$ cat config.mk
export PLATFORM = sky130hd
export DESIGN_NAME = edge_interval_meter_flat
export DESIGN_NICKNAME = d
export VERILOG_FILES = /design/src/rtl/edge_interval_meter_if.sv /design/src/rtl/edge_interval_meter.sv /design/src/flat_wrapper.sv
export SDC_FILE = /design/constraint.sdc
export NUM_CORES = 1
export LEC_CHECK = 0
export ABC_AREA = 1
export CAP_MARGIN = 25
export CORE_AREA = 2 2 73 75
export DETAILED_ROUTE_END_ITERATION = 10
export DIE_AREA = 0 0 75 77
export PLACE_DENSITY = 0.66
export SETUP_SLACK_MARGIN = 0.3
export SLEW_MARGIN = 10
export SYNTH_ARGS = -nofsm -noshare
export SYNTH_HDL_FRONTEND = slang
export SYNTH_SLANG_ARGS = --single-unit
$ cat constraint.sdc
create_clock -name clk -period 1.75 [get_ports clk]
set_input_delay 0.35 -clock clk [delete_from_list [all_inputs] [get_ports clk]]
set_output_delay 0.35 -clock clk [all_outputs]
set_load 0.005 [all_outputs]
$ cat src/rtl/edge_interval_meter_if.sv
// Result channel of edge_interval_meter: one {level, width, saturated} record per completed phase.
// Latency: none (wires only). Backpressure: valid/ready; the data holds until res_valid && res_ready.
interface edge_interval_meter_if #(
    parameter int CNT_W = 16
);
    logic             res_valid;
    logic             res_ready;
    logic             res_level;
    logic [CNT_W-1:0] res_width;
    logic             res_sat;

    modport master (
        output res_valid,
        output res_level,
        output res_width,
        output res_sat,
        input  res_ready
    );

    modport slave (
        input  res_valid,
        input  res_level,
        input  res_width,
        input  res_sat,
        output res_ready
    );
endinterface

$ cat src/rtl/edge_interval_meter.sv
// Times each high/low phase of async sig_in in clk cycles; optional glitch filter under GLITCH_FILTER_EN.
// Latency: result valid 3 cycles after the sig_in edge (plus filter delay when GLITCH_FILTER_EN is defined).
// Backpressure: a capture while a result is still unaccepted is dropped and sets sticky overrun.
module edge_interval_meter #(
    parameter int CNT_W      = 16,
    parameter int FILTER_LEN = 3
) (
    input  logic                  clk,
    input  logic                  rst_n,
    input  logic                  en,
    input  logic                  sig_in,
    edge_interval_meter_if.master res,
    output logic                  overrun
);

    typedef enum logic [1:0] {
        IDLE    = 2'd0,
        ARM     = 2'd1,
        MEASURE = 2'd2
    } state_t;

    localparam logic [CNT_W-1:0] CNT_MAX = '1;
    localparam logic [CNT_W-1:0] CNT_ONE = {{(CNT_W-1){1'b0}}, 1'b1};

    if (FILTER_LEN < 2 || FILTER_LEN > 15) begin : g_bad_filter_len
        $error("edge_interval_meter: FILTER_LEN must be in 2..15");
    end

    logic sync1_q;
    logic sync2_q;
    logic s_sync;
    logic s_f;
    logic s_d_q;
    logic edge_det;

    always_ff @(posedge clk or negedge rst_n) begin
        if (!rst_n) begin
            sync1_q <= 1'b0;
            sync2_q <= 1'b0;
        end else begin
            sync1_q <= sig_in;
            sync2_q <= sync1_q;
        end
    end

    assign s_sync = sync2_q;

`ifdef GLITCH_FILTER_EN
    localparam logic [3:0] FLT_LAST = 4'(FILTER_LEN - 1);

    logic       s_f_q;
    logic       s_f_d;
    logic [3:0] flt_cnt_q;
    logic [3:0] flt_cnt_d;

    // flt_cnt counts consecutive cycles s_sync has disagreed with s_f; any agreement restarts it.
    always_comb begin
        s_f_d     = s_f_q;
        flt_cnt_d = 4'd0;
        if (s_sync != s_f_q) begin
            if (flt_cnt_q == FLT_LAST) begin
                s_f_d = s_sync;
            end else begin
                flt_cnt_d = flt_cnt_q + 4'd1;
            end
        end
    end

    always_ff @(posedge clk or negedge rst_n) begin
        if (!rst_n) begin
            s_f_q     <= 1'b0;
            flt_cnt_q <= 4'd0;
        end else begin
            s_f_q     <= s_f_d;
            flt_cnt_q <= flt_cnt_d;
        end
    end

    assign s_f = s_f_q;
`else
    assign s_f = s_sync;
`endif

    always_ff @(posedge clk or negedge rst_n) begin
        if (!rst_n) begin
            s_d_q <= 1'b0;
        end else begin
            s_d_q <= s_f;
        end
    end

    assign edge_det = s_f ^ s_d_q;

    state_t           state_q;
    state_t           state_d;
    logic [CNT_W-1:0] cnt_q;
    logic [CNT_W-1:0] cnt_d;
    logic             en_q;
    logic             capture;
    logic             accept;

    logic             vld_q;
    logic             vld_d;
    logic             lvl_q;
    logic             lvl_d;
    logic [CNT_W-1:0] width_q;
    logic [CNT_W-1:0] width_d;
    logic             sat_q;
    logic             sat_d;
    logic             ovr_q;
    logic             ovr_d;

    always_ff @(posedge clk or negedge rst_n) begin
        if (!rst_n) begin
            state_q <= IDLE;
            cnt_q   <= '0;
            en_q    <= 1'b0;
        end else begin
            state_q <= state_d;
            cnt_q   <= cnt_d;
            en_q    <= en;
        end
    end

    // ARM swallows the first edge so the partial phase seen at enable is never reported.
    always_comb begin
        state_d = state_q;
        capture = 1'b0;
        if (edge_det) begin
            cnt_d = CNT_ONE;
        end else if (cnt_q == CNT_MAX) begin
            cnt_d = cnt_q;
        end else begin
            cnt_d = cnt_q + CNT_ONE;
        end

        case (state_q)
            IDLE: begin
                cnt_d = '0;
                if (en) begin
                    state_d = ARM;
                end
            end
            ARM: begin
                if (edge_det) begin
                    state_d = MEASURE;
                end
            end
            MEASURE: begin
                capture = edge_det;
            end
            default: begin
                state_d = IDLE;
                cnt_d   = '0;
            end
        endcase

        if (!en) begin
            state_d = IDLE;
            cnt_d   = '0;
            capture = 1'b0;
        end
    end

    assign accept = vld_q & res.res_ready;

    // Capture in the accept cycle reloads the holding register, so back-to-back results never drop.
    always_comb begin
        vld_d   = vld_q;
        lvl_d   = lvl_q;
        width_d = width_q;
        sat_d   = sat_q;
        ovr_d   = ovr_q;

        if (en && !en_q) begin
            ovr_d = 1'b0;
        end

        if (capture) begin
            if (!vld_q || accept) begin
                vld_d   = 1'b1;
                lvl_d   = s_d_q;
                width_d = cnt_q;
                sat_d   = (cnt_q == CNT_MAX);
            end else begin
                ovr_d = 1'b1;
            end
        end else if (accept) begin
            vld_d = 1'b0;
        end
    end

    always_ff @(posedge clk or negedge rst_n) begin
        if (!rst_n) begin
            vld_q   <= 1'b0;
            lvl_q   <= 1'b0;
            width_q <= '0;
            sat_q   <= 1'b0;
            ovr_q   <= 1'b0;
        end else begin
            vld_q   <= vld_d;
            lvl_q   <= lvl_d;
            width_q <= width_d;
            sat_q   <= sat_d;
            ovr_q   <= ovr_d;
        end
    end

    assign res.res_valid = vld_q;
    assign res.res_level = lvl_q;
    assign res.res_width = width_q;
    assign res.res_sat   = sat_q;
    assign overrun       = ovr_q;

endmodule

$ cat src/flat_wrapper.sv
// flat-port wrapper written by rule: the top's interface ports become plain ports
module edge_interval_meter_flat 
#(
    parameter int CNT_W      = 16,
    parameter int FILTER_LEN = 3
)
  (clk, rst_n, en, sig_in, overrun, res_res_valid, res_res_level, res_res_width, res_res_sat, res_res_ready);
  edge_interval_meter_if #(.CNT_W(CNT_W)) res_i ();
  input  logic clk;
  input  logic rst_n;
  input  logic en;
  input  logic sig_in;
  output logic overrun;
  output wire logic [$bits(res_i.res_valid)-1:0] res_res_valid;
  output wire logic [$bits(res_i.res_level)-1:0] res_res_level;
  output wire logic [$bits(res_i.res_width)-1:0] res_res_width;
  output wire logic [$bits(res_i.res_sat)-1:0] res_res_sat;
  input wire logic [$bits(res_i.res_ready)-1:0] res_res_ready;
  assign res_res_valid = res_i.res_valid;
  assign res_res_level = res_i.res_level;
  assign res_res_width = res_i.res_width;
  assign res_res_sat = res_i.res_sat;
  assign res_i.res_ready = res_res_ready;
  edge_interval_meter #(.CNT_W(CNT_W), .FILTER_LEN(FILTER_LEN)) u_core (.clk(clk), .rst_n(rst_n), .en(en), .sig_in(sig_in), .res(res_i), .overrun(overrun));
endmodule
==> run summary, run 1 <==
Initial Util: 0.4047
Routed Wire Length: 5122 um
Fin Setup TNS: 0 ps
Root Driver: clkbuf_8
DRT Pass-1 Iters: 4
CP peak stage delay: 380 ps
Setup WS pre-CTS: 62.78 ps
# clock sinks: 42
HP Class: in2async
Worst IR Drop VDD: 0.5975 mV
Critical Path RT: 1990 ps
EDFF count, synth: 0
Area delta synth->final: 47.14%
Power Density: 838.1 nW/um^2
Final setup violation count: 0
Unrepaired setup endpoints after global routing: true
Routed wire length per instance: 13.41 um
N_diodes: 0
Core box area: 4977 um^2
Most used cell, CP: inv_2
Cell count after synthesis: 243
CTS tree: built
DR iter-0 viols: 68
CTS H-tree depth: 2
DRT antenna net count: 0
Fmax achieved: 628.0 MHz
CTS max path bufs: 2
Global-route wire length before repair: 7748 um
Seq/Total Area, Yosys: 0.5217
Post-Syn Area per Cell: 8.290 um^2
CP Max Fanout: 5
Critical path cell sequence: inv_2, ha_4, nand2_4, nor2_4, clkinvlp_4, buf_6, a21oi_2, nand2_2, inv_2
Crit end category: register
Total CTS buffers: 5
Worst Tran Pin Value: 604.7 ps
PortBufs: 24
DIE AREA: 5775 um^2
FF+latch count, synth: 42
Die Wd: 75 um
Crit path kind: reg2reg
Pleak: 0.001480 uW
Placed Area: 2372 um^2
Outcome: completed
Clk slew on worst S/H paths: 80 ps
DRC errors left: 0
Min Hold Slack: 113.5 ps
Post-synth cell types: 24
Overall routing resource usage: 0.1744
Min Tclk post-route: 1592 ps
Top FF cell, synth: dfrtp_1
Worst reg-to-reg path cell count: 9
Clock Skews: 6.388 ps
Relative slew slack: 0.5956
Synth Net Count: 252
Final instance area: 2964 um^2
RD Place Congestion: 0.8521
Area of the mapped netlist: 2014 um^2
IO Count: 25
Max-Cap Viols: 0
Yosys warnings: 0
Vias per cell: 4.757
Hold Buf Count CTS: 0
Nets: 320
Final worst setup slack: 157.7 ps
Final total power: 2484 uW
Vias post-DR: 1817
Cell Rows: 26
Final Hold Vio Count: 0
Synth async-reset ratio: 1.000
Largest net degree at the start of global routing: 43
CP startpoint kind: register
Die height: 77 um
Final period utilization: 0.9099
Vias in the first global route: 1720
Total gr overflow: 0
Max-slew violations: 0
Initial antenna violation count: 0
DPL Wire Length: 2936 um
Data arrival, critical path: 1830 ps
Clock Latency Late Sink: 300 ps
FILL cells: 418
Fraction of layout cells with a size suffix above 1: 0.3173
Slowest cell on crit path: dfrtp_1
-- power breakdown --
part	total (uW)	switching, uW	internal (uW)
combinational	655	331	324
sequential	1080	45.6	1030
clock	752	325	427
-- layout make-up --
class	count	area (um^2)	share of cell area
multi-input combinational	160	1018	0.3436
inverter	38	146.4	0.04939
sequential	42	1051	0.3546
clock buffer	7	76.32	0.02575
tap	70	87.58	0.02955
clock inverter	1	30.03	0.01013
timing repair buffer	64	554.3	0.1870
-- cell families (layout without fill, tap and decap cells) --
kind of cell / Yosys count / after routing / synth area share
adder cells (fa/ha/maj): 4 / 4 / 0.02485
buffers and inverters: 42 / 110 / 0.08198
AND/OR/NAND/NOR: 122 / 123 / 0.2870
AO/OA/AOI/OAI: 33 / 33 / 0.08448
flip-flops: 42 / 42 / 0.5217
-- final timing paths --
check	from	end	slack [ps]
max	u_core.state_q[0]$_DFFE_PN0P_	u_core.cnt_q[14]$_DFFE_PN0P_	160
min	rst_n	u_core.en_q$_DFF_PN0_	110
max reg2reg	u_core.state_q[0]$_DFFE_PN0P_	u_core.cnt_q[14]$_DFFE_PN0P_	160
min reg2reg	u_core.sync1_q$_DFF_PN0_	u_core.s_f$_DFF_PN0_	360
max in group asynchronous	rst_n	u_core.res.res_width[11]$_DFFE_PN0P_	1270
min in group clk	u_core.sync1_q$_DFF_PN0_	u_core.s_f$_DFF_PN0_	360
-- through the flow --
| stage | util | std cells |
|---|---|---|
| after floorplan | - | 243 |
| after global placement | 0.4766 | 339 |
| after detailed placement | 0.4766 | 339 |
| after CTS | 0.5510 | 374 |
| after global routing | 0.5955 | 382 |
| final | 0.5955 | 382 |
-- synthesized netlist by cell type, drive strengths merged (3+ instances only) --
master / n / area share
a21oi: 8 / 0.020
clkbuf: 3 / 0.0056
dfrtp: 42 / 0.52
ha: 4 / 0.025
inv: 37 / 0.069
nand2: 65 / 0.13
nand3: 18 / 0.045
nand4: 5 / 0.019
nor2: 29 / 0.075
nor3: 5 / 0.018
o21ai: 23 / 0.057
-- flip-flops by register name, summed over array words and instances (netlist names) --
signal and count:
u_core.s_f 1, u_core.res.res_level 1, u_core.s_d_q 1, u_core.res.res_sat 1
u_core.state_q 2, u_core.sync1_q 1, u_core.cnt_q 16, u_core.en_q 1
u_core.res.res_valid 1, u_core.overrun 1, u_core.res.res_width 16
-- worst max-delay path, delay by kind of cell, from the launching register on --
family / cells / cell delay, ps
compound gates: 1 / 140
simple gates: 3 / 310
buf+inv: 4 / 410
fa+ha+maj: 1 / 280
flops: 1 / 380
-- layer usage --
| layer | global-route usage | wire (um) | up-vias |
|---|---|---|---|
| met4 | 0.05357 | 111 | 0 |
| met1 | 0.2184 | 2263 | 863 |
| li1 | - | - | 909 |
| met5 | 0 | 0 | - |
| met3 | 0.04205 | 152 | 10 |
| met2 | 0.2912 | 2594 | 35 |
-- cells in the final DEF, fill, tap and decap left out, types with 2 or more instances in the layout --
cell type and instances:
a21oi_2 4, clkdlybuf4s50_1 2, nand3_4 2, inv_1 30
buf_4 35, ha_4 2, nand2_4 4, clkbuf_1 2
nand3_2 8, nand4_1 4, nor2_2 4, buf_6 3
nor2_4 5, inv_2 6, dlygate4sd2_1 20, nand2_1 55
o21ai_0 3, nand2_2 6, nand3_1 8, o21ai_1 19
clkbuf_8 5, nor2_1 19, a21oi_1 4, dfrtp_1 42
nor3_4 3
-- repair_timing --
action                                  in CTS  in global routing
resized for setup                           37                 37
endpoints found under the setup margin      36                 34
pin swaps                                    5                 10
gates cloned                                 1                  1
buffers inserted                            26                  7
Note: power is estimated with default switching activity, not from simulation.
==> run 2: changes to the inputs <==
- CORE_AREA: 2 2 73 75 -> 2 2 70 78
- DIE_AREA: 0 0 75 77 -> 0 0 72 80
==> run 2 against run 1 <==
Net effect: global-route usage increased by 0.23 points; total power decreased by 8.5%; via count decreased by 3.2%; clock-buffer cell count unchanged; clock power decreased by 13%; combinational power decreased by 15%; design area decreased by 6.8%; die area decreased by 0.26%; sequential share of layout area increased by 2.6 points; clock skew about the same; non-clock buffer count decreased by 12.
==> run summary, run 2 (same netlist as run 1, synthesis figures left out) <==
Slowest cell on crit path: dfrtp_1
Clk slew on worst S/H paths: 80 ps (about the same)
Met1 Wirelength: 2098 um (-7.3%)
Max-slew violations: 0 (unchanged)
# clock sinks: 42 (unchanged)
Routed Wire Length: 4725 um (-7.8%)
CP Max Fanout: 5 (unchanged)
DRC errors left: 0 (unchanged)
CP startpoint: u_core.state_q[0]$_DFFE_PN0P_
Initial Util: 0.4056 (+0.0009178)
Area delta synth->final: 37.20%
Nets: 309 (-3.4%)
IO Count: 25 (unchanged)
Outcome: completed
Power Density: 822.7 nW/um^2 (-1.8%)
Commonest non-fill, non-tap cell in the layout: nand2_1
Fraction of layout cells with a size suffix above 1: 0.2525 (-0.06482)
Die height: 80 um (+3.9%)
DRT antenna net count: 0 (unchanged)
DRT Pass-1 Iters: 4 (unchanged)
Worst reg-to-reg path cell count: 8 (-1)
R2r endpoint: u_core.cnt_q[7]$_DFFE_PN0P_
Worst reg2reg path startpoint: u_core.state_q[0]$_DFFE_PN0P_
Crit path kind: reg2reg
Core box area: 4966 um^2 (-0.23%)
Cell Rows: 27 (+3.8%)
Worst IR Drop VDD: 0.5695 mV (-4.7%)
Clock Skews: 6.187 ps (-0.2003 ps)
Fin Setup TNS: 0 ps (unchanged)
Total gr overflow: 0 (unchanged)
Routed wire length per instance: 13.16 um (-1.8%)
Initial antenna violation count: 0 (unchanged)
Largest net degree at the start of global routing: 34 (-21%)
Worst Tran Pin Value: 476.7 ps (-128.1 ps)
Die Wd: 72 um (-4.0%)
Vias in the first global route: 1769 (+2.8%)
CP startpoint kind: register
DR WL met2: 2307 um (-11%)
Fmax achieved: 646.4 MHz (+2.9%)
Data arrival, critical path: 1790 ps (-40 ps)
N_diodes: 0 (unchanged)
Most frequent cells in the layout: nand2_1, dfrtp_1, inv_1
DIE AREA: 5760 um^2 (-0.26%)
CTS H-tree depth: 2 (unchanged)
RD Place Congestion: 0.8576 (+0.65%)
PortBufs: 24 (unchanged)
Critical Path RT: 1990 ps (about the same)
Final instance area: 2764 um^2 (-6.8%)
Reg2reg setup slack: 200 ps (+50 ps)
CTS tree: built
DR iter-0 viols: 86 (+26%)
Final period utilization: 0.8840 (-0.02590)
HP Class: in2async
Hold Buf Count CTS: 0 (unchanged)
Pleak: 0.001380 uW (-6.8%)
Detail Route met3 WL: 166 um (+9.2%)
Vias per cell: 4.900 (+3.0%)
Final Hold Vio Count: 0 (unchanged)
DPL Wire Length: 2983 um (+1.6%)
Crit end category: register
Total CTS buffers: 5 (unchanged)
Max Used Layer: met4
Clock Latency Late Sink: 300 ps (about the same)
Overall routing resource usage: 0.1767 (+0.002272)
Relative slew slack: 0.6822 (+0.08668)
Min Tclk post-route: 1547 ps (-45.33 ps)
Final setup violation count: 0 (unchanged)
Root Driver: clkbuf_8
Unrepaired setup endpoints after global routing: true
Vias post-DR: 1759 (-3.2%)
CTS max path bufs: 2 (unchanged)
CP peak stage delay: 380 ps (about the same)
Placed Area: 2370 um^2 (-0.11%)
Max-Cap Viols: 0 (unchanged)
Critical path cell sequence: inv_2, ha_4, nand2_4, nor2_4, clkinvlp_4, a21oi_2, nand2_1, inv_1
Global-route wire length before repair: 7879 um (+1.7%)
-- run 2: cell count changes in the layout (fill, tap and decap cells not counted), sizes merged --
cell           delta
buf              -11
dlymetal6s2s      -1
clkbuf            -1
clkinv            +1
bufinv            -1
clkinvlp          +1
clkdlybuf4s50     +1
-- run 2: critical path: cells and delay by family (launching register included) --
family / cells / cell delay, ps
fa+ha+maj: 1 / 290
compound gates: 1 / 160
flops: 1 / 380
buf+inv: 3 / 360
simple gates: 3 / 320
-- run 2: layout make-up --
class                   count  area, um^2
well taps                  58       72.57
multi-input cells         160       930.9
clock inverters             1       5.005
inverters                  38       146.4
clock buffers               7       86.33
repair buffers             52       465.4
flip-flops and latches     42        1052
repair inverters            1       5.005
fillers                   436        2202
-- run 2: how the worst max path moves through the flow --
| stage | to | slack (ps) | depth (start not counted) |
|---|---|---|---|
| final | u_core.cnt_q[7]$_DFFE_PN0P_ | 200 | 8 |
| after CTS | u_core.cnt_q[14]$_DFFE_PN0P_ | 240 | 9 |
| after global routing | u_core.cnt_q[14]$_DFFE_PN0P_ | 120 | 8 |
| after global placement | u_core.cnt_q[14]$_DFFE_PN0P_ | 100 | 7 |
| after floorplan | u_core.cnt_q[8]$_DFFE_PN0P_ | 350 | 10 |
| after detailed placement | u_core.cnt_q[14]$_DFFE_PN0P_ | 50 | 7 |
-- run 2: timing repair --
action	in CTS	in global routing
setup buffers	15	7
resized for setup	35	17
pin swaps	5	14
setup endpoints to repair	35	18
gates cloned	2	0
-- run 2: power breakdown --
part | switching [uW] | leakage (uW) | internal, uW
clock | 333 | 0.0000482 | 318
sequential | 37.0 | 0.000572 | 1030
combinational | 302 | 0.000760 | 252
-- run 2: stage by stage --
stage | worst slack (ps) | power [uW] | hold slack, ps | utilization | instances
floorplan | 351.4 | 1285 | 54.41 | - | 243
global placement | 99.55 | 1449 | 332.6 | 0.4772 | 327
detailed placement | 47.55 | 1459 | 337.8 | 0.4772 | 327
CTS | 239.4 | 2191 | 10.18 | 0.5299 | 352
global route | 115.3 | 2395 | 17.94 | 0.5566 | 359
finish | 203.1 | 2274 | 1.067 | 0.5566 | 359
-- run 2: per-layer routing --
| layer | vias up | track usage |
|---|---|---|
| met3 | 13 | 0.03157 |
| li1 | 883 | - |
| met1 | 825 | 0.2166 |
| met2 | 38 | 0.2991 |
| met4 | 0 | 0.08302 |
| met5 | - | 0 |
